$ cat config.mk
export PLATFORM = sky130hd
export DESIGN_NAME = mem_arbiter_flat
export DESIGN_NICKNAME = d
export VERILOG_FILES = /design/src/rtl/cpu_types_pkg.sv /design/src/rtl/mem_arbiter_if.sv /design/src/rtl/mem_arbiter.sv /design/src/flat_wrapper.sv
export SDC_FILE = /design/constraint.sdc
export NUM_CORES = 1
export LEC_CHECK = 0
export CAP_MARGIN = 30
export CORE_AREA = 2 2 116 118
export DETAILED_ROUTE_END_ITERATION = 6
export DIE_AREA = 0 0 118 120
export PLACE_DENSITY = 0.7
export SLEW_MARGIN = 20
export SYNTH_ARGS = -nofsm -noshare
export SYNTH_HDL_FRONTEND = slang
export SYNTH_SLANG_ARGS = --single-unit
$ cat constraint.sdc
create_clock -name CLK -period 3.25 [get_ports CLK]
set_input_delay 0.8125 -clock CLK [delete_from_list [all_inputs] [get_ports CLK]]
set_output_delay 0.8125 -clock CLK [all_outputs]
set_load 0.01 [all_outputs]
$ cat src/rtl/cpu_types_pkg.sv
// Shared CPU memory-system types: RAM handshake state, data word, and the
// memory arbiter FSM state.
package cpu_types_pkg;

    typedef logic [31:0] word_t;

    typedef enum logic [1:0] {
        FREE   = 2'd0,
        BUSY   = 2'd1,
        ACCESS = 2'd2,
        ERROR  = 2'd3
    } ramstate_t;

    typedef enum logic [1:0] {
        IDLE  = 2'd0,
        DXFER = 2'd1,
        IXFER = 2'd2
    } arb_state_t;

endpackage

$ cat src/rtl/mem_arbiter_if.sv
// Cache-side and RAM-side bus of the memory arbiter. The master modport is the
// arbiter itself; the slave modport is the surrounding caches and RAM.
interface mem_arbiter_if;
    import cpu_types_pkg::*;

    // icache side
    logic      iREN;
    word_t     iaddr;
    logic      iwait;
    word_t     iload;
    // dcache side
    logic      dREN;
    logic      dWEN;
    word_t     daddr;
    word_t     dstore;
    logic      dwait;
    word_t     dload;
    // RAM side
    logic      ramREN;
    logic      ramWEN;
    word_t     ramaddr;
    word_t     ramstore;
    word_t     ramload;
    ramstate_t ramstate;

    modport master (
        input  iREN, iaddr, dREN, dWEN, daddr, dstore, ramload, ramstate,
        output iwait, iload, dwait, dload, ramREN, ramWEN, ramaddr, ramstore
    );

    modport slave (
        output iREN, iaddr, dREN, dWEN, daddr, dstore, ramload, ramstate,
        input  iwait, iload, dwait, dload, ramREN, ramWEN, ramaddr, ramstore
    );

endinterface

$ cat src/rtl/mem_arbiter.sv
// Memory-side arbiter: grants the single RAM port to the icache or dcache one
// word at a time. Dcache has priority, two-word dcache blocks are kept atomic
// via dlock, and starve_cnt forces an icache grant after STARVE_MAX blocks.
module mem_arbiter
    import cpu_types_pkg::*;
#(
    parameter int STARVE_MAX = 4,
    parameter int TIMEOUT    = 255
) (
    input  logic          CLK,
    input  logic          RST,
    mem_arbiter_if.master bus,
    output logic          err,
    output word_t         err_addr
);

    arb_state_t  state, nxt;
    logic        dlock;
    logic [2:0]  starve_cnt;
    logic [7:0]  to_cnt;
    logic        dreq;
    logic        fault;
    logic        done;

    assign dreq  = bus.dREN | bus.dWEN;
    // A faulted access still completes so the cache is never left hanging.
    assign fault = (bus.ramstate == ERROR) || (to_cnt == 8'(TIMEOUT));

    // Next-state arbitration, RAM strobes and cache completion signalling.
    always_comb begin
        nxt          = state;
        done         = 1'b0;
        bus.iwait    = 1'b1;
        bus.dwait    = 1'b1;
        bus.iload    = '0;
        bus.dload    = '0;
        bus.ramREN   = 1'b0;
        bus.ramWEN   = 1'b0;
        bus.ramaddr  = '0;
        bus.ramstore = '0;
        case (state)
            IDLE: begin
                if (dlock && dreq)
                    nxt = DXFER;
                else if (bus.iREN && starve_cnt == 3'(STARVE_MAX))
                    nxt = IXFER;
                else if (dreq)
                    nxt = DXFER;
                else if (bus.iREN)
                    nxt = IXFER;
            end
            DXFER: begin
                if (!dreq) begin
                    nxt = IDLE;
                end else begin
                    bus.ramaddr  = bus.daddr;
                    bus.ramstore = bus.dstore;
                    bus.ramWEN   = bus.dWEN;
                    bus.ramREN   = bus.dREN & ~bus.dWEN;
                    if (bus.ramstate == ACCESS || fault) begin
                        done      = 1'b1;
                        bus.dwait = 1'b0;
                        bus.dload = bus.ramload;
                        nxt       = IDLE;
                    end
                end
            end
            IXFER: begin
                if (!bus.iREN) begin
                    nxt = IDLE;
                end else begin
                    bus.ramaddr = bus.iaddr;
                    bus.ramREN  = 1'b1;
                    if (bus.ramstate == ACCESS || fault) begin
                        done      = 1'b1;
                        bus.iwait = 1'b0;
                        bus.iload = bus.ramload;
                        nxt       = IDLE;
                    end
                end
            end
            default: nxt = IDLE;
        endcase
    end

    // FSM state, block lock, starvation and timeout counters, sticky error.
    always_ff @(posedge CLK or posedge RST) begin
        if (RST) begin
            state      <= IDLE;
            dlock      <= 1'b0;
            starve_cnt <= '0;
            to_cnt     <= '0;
            err        <= 1'b0;
            err_addr   <= '0;
        end else begin
            state <= nxt;

            // Cleared while idle so every transfer starts counting from zero.
            if (state == IDLE)
                to_cnt <= '0;
            else if (bus.ramstate != ACCESS)
                to_cnt <= to_cnt + 8'd1;

            if (done && fault) begin
                err <= 1'b1;
                if (!err)
                    err_addr <= bus.ramaddr;
            end

            // Word 0 of a block locks the port for word 1.
            if (state == DXFER && done)
                dlock <= ~bus.daddr[2];
            else if (state != IDLE && nxt == IDLE && !dreq)
                dlock <= 1'b0;

            if (state == IXFER && done)
                starve_cnt <= '0;
            else if (state == IDLE && !bus.iREN)
                starve_cnt <= '0;
            else if (state == DXFER && done && bus.daddr[2] && bus.iREN &&
                     starve_cnt != 3'(STARVE_MAX))
                starve_cnt <= starve_cnt + 3'd1;
        end
    end

endmodule
$ cat src/flat_wrapper.sv
// flat-port wrapper written by rule: the top's interface ports become plain ports
module mem_arbiter_flat import cpu_types_pkg::*;
#(
    parameter int STARVE_MAX = 4,
    parameter int TIMEOUT    = 255
)
  (CLK, RST, err, err_addr, bus_iREN, bus_iaddr, bus_dREN, bus_dWEN, bus_daddr, bus_dstore, bus_ramload, bus_ramstate, bus_iwait, bus_iload, bus_dwait, bus_dload, bus_ramREN, bus_ramWEN, bus_ramaddr, bus_ramstore);
  mem_arbiter_if bus_i ();
  input  logic CLK;
  input  logic RST;
  output logic err;
  output word_t err_addr;
  input wire logic [$bits(bus_i.iREN)-1:0] bus_iREN;
  input wire logic [$bits(bus_i.iaddr)-1:0] bus_iaddr;
  input wire logic [$bits(bus_i.dREN)-1:0] bus_dREN;
  input wire logic [$bits(bus_i.dWEN)-1:0] bus_dWEN;
  input wire logic [$bits(bus_i.daddr)-1:0] bus_daddr;
  input wire logic [$bits(bus_i.dstore)-1:0] bus_dstore;
  input wire logic [$bits(bus_i.ramload)-1:0] bus_ramload;
  input wire logic [$bits(bus_i.ramstate)-1:0] bus_ramstate;
  output wire logic [$bits(bus_i.iwait)-1:0] bus_iwait;
  output wire logic [$bits(bus_i.iload)-1:0] bus_iload;
  output wire logic [$bits(bus_i.dwait)-1:0] bus_dwait;
  output wire logic [$bits(bus_i.dload)-1:0] bus_dload;
  output wire logic [$bits(bus_i.ramREN)-1:0] bus_ramREN;
  output wire logic [$bits(bus_i.ramWEN)-1:0] bus_ramWEN;
  output wire logic [$bits(bus_i.ramaddr)-1:0] bus_ramaddr;
  output wire logic [$bits(bus_i.ramstore)-1:0] bus_ramstore;
  assign bus_i.iREN = bus_iREN;
  assign bus_i.iaddr = bus_iaddr;
  assign bus_i.dREN = bus_dREN;
  assign bus_i.dWEN = bus_dWEN;
  assign bus_i.daddr = bus_daddr;
  assign bus_i.dstore = bus_dstore;
  assign bus_i.ramload = bus_ramload;
  assign bus_i.ramstate = bus_ramstate;
  assign bus_iwait = bus_i.iwait;
  assign bus_iload = bus_i.iload;
  assign bus_dwait = bus_i.dwait;
  assign bus_dload = bus_i.dload;
  assign bus_ramREN = bus_i.ramREN;
  assign bus_ramWEN = bus_i.ramWEN;
  assign bus_ramaddr = bus_i.ramaddr;
  assign bus_ramstore = bus_i.ramstore;
  mem_arbiter #(.STARVE_MAX(STARVE_MAX), .TIMEOUT(TIMEOUT)) u_core (.CLK(CLK), .RST(RST), .bus(bus_i), .err(err), .err_addr(err_addr));
endmodule
# Yosys cells after proc, flatten, opt, wreduce, memory -nomap -nowiden
# Cells that the tools add are included.
[totals]
ff_bits = 47
out_inout_bits = 165
elab_cells = 82
[op_classes]
addsub = 2
eq_ne = 8
n_mux = 39
bitwise_logic = 5
reduce_logical = 22
[op_table]
columns = ["cell", "count"]
rows = [
  ["two-way mux 32 bit", 9],
  ["case mux 32 bit (2 select lines)", 1],
  ["two-way mux 8 bit", 2],
  ["two-way mux 1 bit", 14],
  ["two-way mux 2 bit", 7],
  ["logical AND 1 bit", 11],
  ["two-way mux 3 bit", 3],
  ["adder 8 x 1 -> 8 bit (second input constant)", 1],
  ["equality test 8 bit (second input constant)", 1],
  ["equality test 2 bit (second input constant)", 3],
  ["case mux 2 bit (3 select lines)", 1],
  ["nonzero test 2 bit", 3],
  ["logical NOT 2 bit", 2],
  ["case mux 1 bit (2 select lines)", 2],
  ["adder 3 x 1 -> 3 bit (second input constant)", 1],
  ["equality test 3 bit (second input constant)", 1],
  ["!= test 3 bit (second input constant)", 1],
  ["NOT 1 bit", 3],
  ["nonzero test 3 bit", 1],
  ["equality test 2 x 1 -> 1 bit (second input constant)", 1],
  ["logical NOT 1 bit", 2],
  ["logical OR 1 bit", 2],
  ["!= test 2 bit (second input constant)", 1],
  ["AND reduction 2 bit", 1],
  ["2 further kinds", 2],
]

# Logic depth before layout (Yosys ltp)
# Gate-level depths: netlist of run 1.
[logic_depth]
depth_word = 13
mapped_depth = 8
ltp_nobuf = 6

# Worst setup path after synthesis of run 1
# No wires, ideal clock.
[synth_path]
path_type = "input to output"
startpoint = "input bus_dWEN"
endpoint = "output bus_dload[23]"
arrival_ns = 1.782
t_required_ns = 2.438
setup_slack_ns = 0.656
cell_stages = 5
path_cell_list = "o21a_1 > buf_2 > clkbuf_1 > clkbuf_1 > and3_1"
[synth_via]
elab_chain_cells = 3
[synth_lines]
columns = ["item", "line", "rtl"]
rows = [
  ["start: declaration", "flat_wrapper.sv:16", "input wire logic [$bits(bus_i.dWEN)-1:0] bus_dWEN;"],
  ["bitwise OR 1 bit", "mem_arbiter.sv:25", "assign dreq = bus.dREN | bus.dWEN;"],
  ["two-way mux 32 bit", "mem_arbiter.sv:53", "if (!dreq) begin"],
  ["two-way mux 32 bit", "mem_arbiter.sv:41", "case (state)"],
  ["end: declaration", "flat_wrapper.sv:24", "output wire logic [$bits(bus_i.dload)-1:0] bus_dload;"],
]
# Every way passes these cells.

# Worst setup path after layout of run 1
[layout_path]
startpoint = "input bus_iREN"
endpoint = "output bus_iload[4]"
[layout_via]
elab_chain_cells = 2
[layout_lines]
columns = ["item", "line", "rtl"]
rows = [
  ["start: declaration", "flat_wrapper.sv:13", "input wire logic [$bits(bus_i.iREN)-1:0] bus_iREN;"],
  ["two-way mux 32 bit", "mem_arbiter.sv:69", "if (!bus.iREN) begin"],
  ["two-way mux 32 bit", "mem_arbiter.sv:41", ""],
  ["end: declaration", "flat_wrapper.sv:22", "output wire logic [$bits(bus_i.iload)-1:0] bus_iload;"],
]
# Every way passes these cells.

==> results of run 1 <==
-- metal layers --
layer	share of wire, %	wire length [µm]	track usage (%)	vias up
met5	0.083	13	0	-
met3	8.8	1380	6.274	17
met2	51	7987	38.66	226
li1	-	-	-	1974
met1	39	6108	24.20	1936
met4	1.1	174	4.895	2
-- path summary, 6_finish.rpt --
check	start	endpoint	slack, ns	depth (start not counted)
max	bus_iREN	bus_iload[4]	0.06	5
min	u_core.err_addr[23]$_DFFE_PP0P_	u_core.err_addr[23]$_DFFE_PP0P_	0.51	1
max reg2reg	u_core.state[0]$_DFF_PP0_	u_core.err_addr[19]$_DFFE_PP0P_	0.78	7
min reg2reg	u_core.err_addr[23]$_DFFE_PP0P_	u_core.err_addr[23]$_DFFE_PP0P_	0.51	1
max in group asynchronous	RST	u_core.to_cnt[1]$_DFFE_PP0P_	1.69	3
min in group asynchronous	RST	u_core.err_addr[28]$_DFFE_PP0P_	0.97	2
-- power groups by stage --
stage | logic (W) | registers (W) | clock network, W
after floorplan | 0.000974 | 0.000909 | 0
after global placement | 0.00233 | 0.000850 | 0
after detailed placement | 0.00237 | 0.000862 | 0
after CTS | 0.00237 | 0.000854 | 0.000596
after global routing | 0.00252 | 0.000877 | 0.000618
final | 0.00235 | 0.000858 | 0.000583
-- kinds of logic after synthesis --
| logic type | synth area share [%] |
|---|---|
| simple gates | 29.81 |
| fa+ha+maj | 2.511 |
| compound gates | 12.27 |
| flops | 33.72 |
| buf+inv | 6.600 |
| mux | 13.84 |
| xor+xnor | 1.255 |
-- state kept, by name, indices dropped and copies added, names as in the netlist --
signal,flops
u_core.dlock,1
u_core.err,1
u_core.err_addr,32
u_core.starve_cnt,3
u_core.state,2
u_core.to_cnt,8
-- layout make-up --
type                            count  area (µm²)
Clock buffer                        5       125.1
Multi-Input combinational cell    272        2128
Clock inverter                      3       43.79
Inverter                           10       37.54
Tap cell                          176       220.2
Timing Repair Buffer              361        3546
Fill cell                        1174        5703
Sequential cell                    47        1176
-- repair_timing --
item                       in CTS  in global routing
resized for setup             121                  7
pin swaps                       0                  1
setup endpoints to repair     128                 28
setup buffers                  11                  1
cloned                          5                  0
-- cells in the final DEF, fill, tap and decap left out, types with 2 or more instances in the layout --
master             n
clkdlybuf4s50_1  187
and2_1            36
dlygate4sd2_1    110
buf_16             3
bufbuf_16          2
buf_6              6
a21oi_1            6
or3_1              3
buf_12             7
clkbuf_16          5
buf_4             44
nor2b_1           32
nor2_1             7
ha_1               5
o31ai_1            4
dlymetal6s2s_1     2
dfrtp_1           47
mux2_2             2
and3_1            65
a22oi_1           31
inv_1              9
o21ai_0            5
nand2_1            6
o211ai_1           4
or4_1              4
mux2_4            30
xor2_1             4
nand4_1            5
-- critical path, stage by stage --
cell	delay, ns
clkdlybuf4s50_1	0.48
and2_4	0.20
buf_12	0.15
and3_1	0.16
clkdlybuf4s50_1	0.56
-- stage by stage --
step / std cells / instance area, µm²
6_report: 874 / 7277
5_1_grt: 874 / 7277
4_1_cts: 873 / 7239
3_5_place_dp: 849 / 6935
3_3_place_gp: 849 / 6935
2_1_floorplan: 365 / 3488
==> flow_metrics.env, run 1 <==
export IMPL_grt_antenna_before_repair=1
export IMPL_worstPathArrival_ns=2.38
export IMPL_syn_num_nets=507
export IMPL_dp_hpwl_um=11840
export IMPL_num_io_pins=300
export IMPL_synth_seq_cells=47
export IMPL_drt_vias_per_instance=4.754
export IMPL_slew_viol_final=0
export IMPL_status="finished, final reports clean"
export IMPL_worst_setup_path_type="in2out"
export IMPL_hp_class="reg2reg"
export IMPL_hold_slack_ns=0.5082
export IMPL_path_clk_slew_ns=0.06
export IMPL_grt_usage_pct=21.14
export IMPL_clkSinkCount=47
export IMPL_swShare_pct=35.16
export IMPL_combPwrFrac_pct=62.0
export IMPL_gp_congestion=0.8069
export IMPL_drc=0
export IMPL_hold_violations=0
export IMPL_grt_first_pass_wirelength_um=23650
export IMPL_cts_max_path_buffers=2
export IMPL_path_max_fanout=20
export IMPL_p_sw_w=0.001333
export IMPL_drv_cap=0
export IMPL_drt_iter0_markers=236
export IMPL_synth_flop_cell="dfrtp_1"
export IMPL_ys_warn_count=0
export IMPL_clock_fmax_mhz=313.3
export IMPL_drive_above_1_share_pct=16.48
export IMPL_portBuffers=299
export IMPL_p_per_area_nw_per_um2=521.1
export IMPL_fp_dieArea_um2=14160
export IMPL_peakVddDrop_mv=0.2255
export IMPL_synth_distinct_cells=42
export IMPL_startpoint_type="primary input"
export IMPL_grt_max_degree=35
export IMPL_total_leakage_power_nw=3.786
export IMPL_globalRoute_totalOverflow=0
export IMPL_syn_avg_cell_area_um2=9.557
export IMPL_cts_buffers=5
export IMPL_antenna_cells=0
export IMPL_ant_nets=0
export IMPL_setup_viol=0
export IMPL_die_x_um=118
export IMPL_seqPwrFrac_pct=22.6
export IMPL_slew_headroom_pct=52.70
export IMPL_via_count=4155
export IMPL_die_h_um=120
export IMPL_ys_top_cells_by_count="and3_1, dfrtp_1, and2_1, a22oi_1, nor2b_1"
export IMPL_synth_most_common_cell="and3_1"
export IMPL_pre_cts_slack_ns=-0.2148
export IMPL_synthTopCellsByArea="dfrtp_1, mux2_4, and3_1"
export IMPL_syn_to_final_growth_pct=108.6
export IMPL_synth_top_area_share_pct=33.72
export IMPL_synthesis_instances=365
export IMPL_power_w=0.003792
export IMPL_cts_hold_buf=0
export IMPL_cp_end_kind="output port"
export IMPL_clk_latency_ns=0.29
export IMPL_period_needed_ns=3.192
export IMPL_yosysSeqAreaShare_pct=33.72
export IMPL_netlist_area_um2=3488
export IMPL_finalClockSkew_ns=0.007976
export IMPL_dr_pass1_iters=5
export IMPL_core_area_um2=12980
export IMPL_worst_slack_ns=0.05797
export IMPL_root_buffer="clkbuf_16"
export IMPL_initial_core_util_pct=26.87
export IMPL_ys_async_sr_fraction_pct=100.0
export IMPL_ctsHtreeMaxLevel=2
export IMPL_p_int_w=0.002459
export IMPL_yosys_area_top_type="dfrtp_1"
export IMPL_finalCritPeriodShare_pct=98.22
export IMPL_detail_route_wl_per_cell_um=17.92
export IMPL_cts_tree="yes"
export IMPL_utilization_pct=56.06
export IMPL_worst_slew_pin_transition_ns=0.7085
export IMPL_synth_edf_count=0
export IMPL_required_ns=2.44
export IMPL_rows=42
export IMPL_finalNetCount=839
export IMPL_grt_pass1_vias=4260
export IMPL_power_clock_fraction_pct=15.4
export IMPL_fin_setup_tns_ns=0
export IMPL_routed_wirelength_um=15660
No activity file was read; power rests on OpenSTA's default activity.
==> run 2, diff against run 1 <==
--- a/config.mk
+++ b/config.mk
@@ -9,6 +9,7 @@
 export CORE_AREA = 2 2 116 118
 export DETAILED_ROUTE_END_ITERATION = 6
 export DIE_AREA = 0 0 118 120
+export GPL_ROUTABILITY_DRIVEN = 1
 export PLACE_DENSITY = 0.7
 export SLEW_MARGIN = 20
 export SYNTH_ARGS = -nofsm -noshare
==> results of run 2 <==
The final DEF is identical to that of run 1; final timing and power are the same.
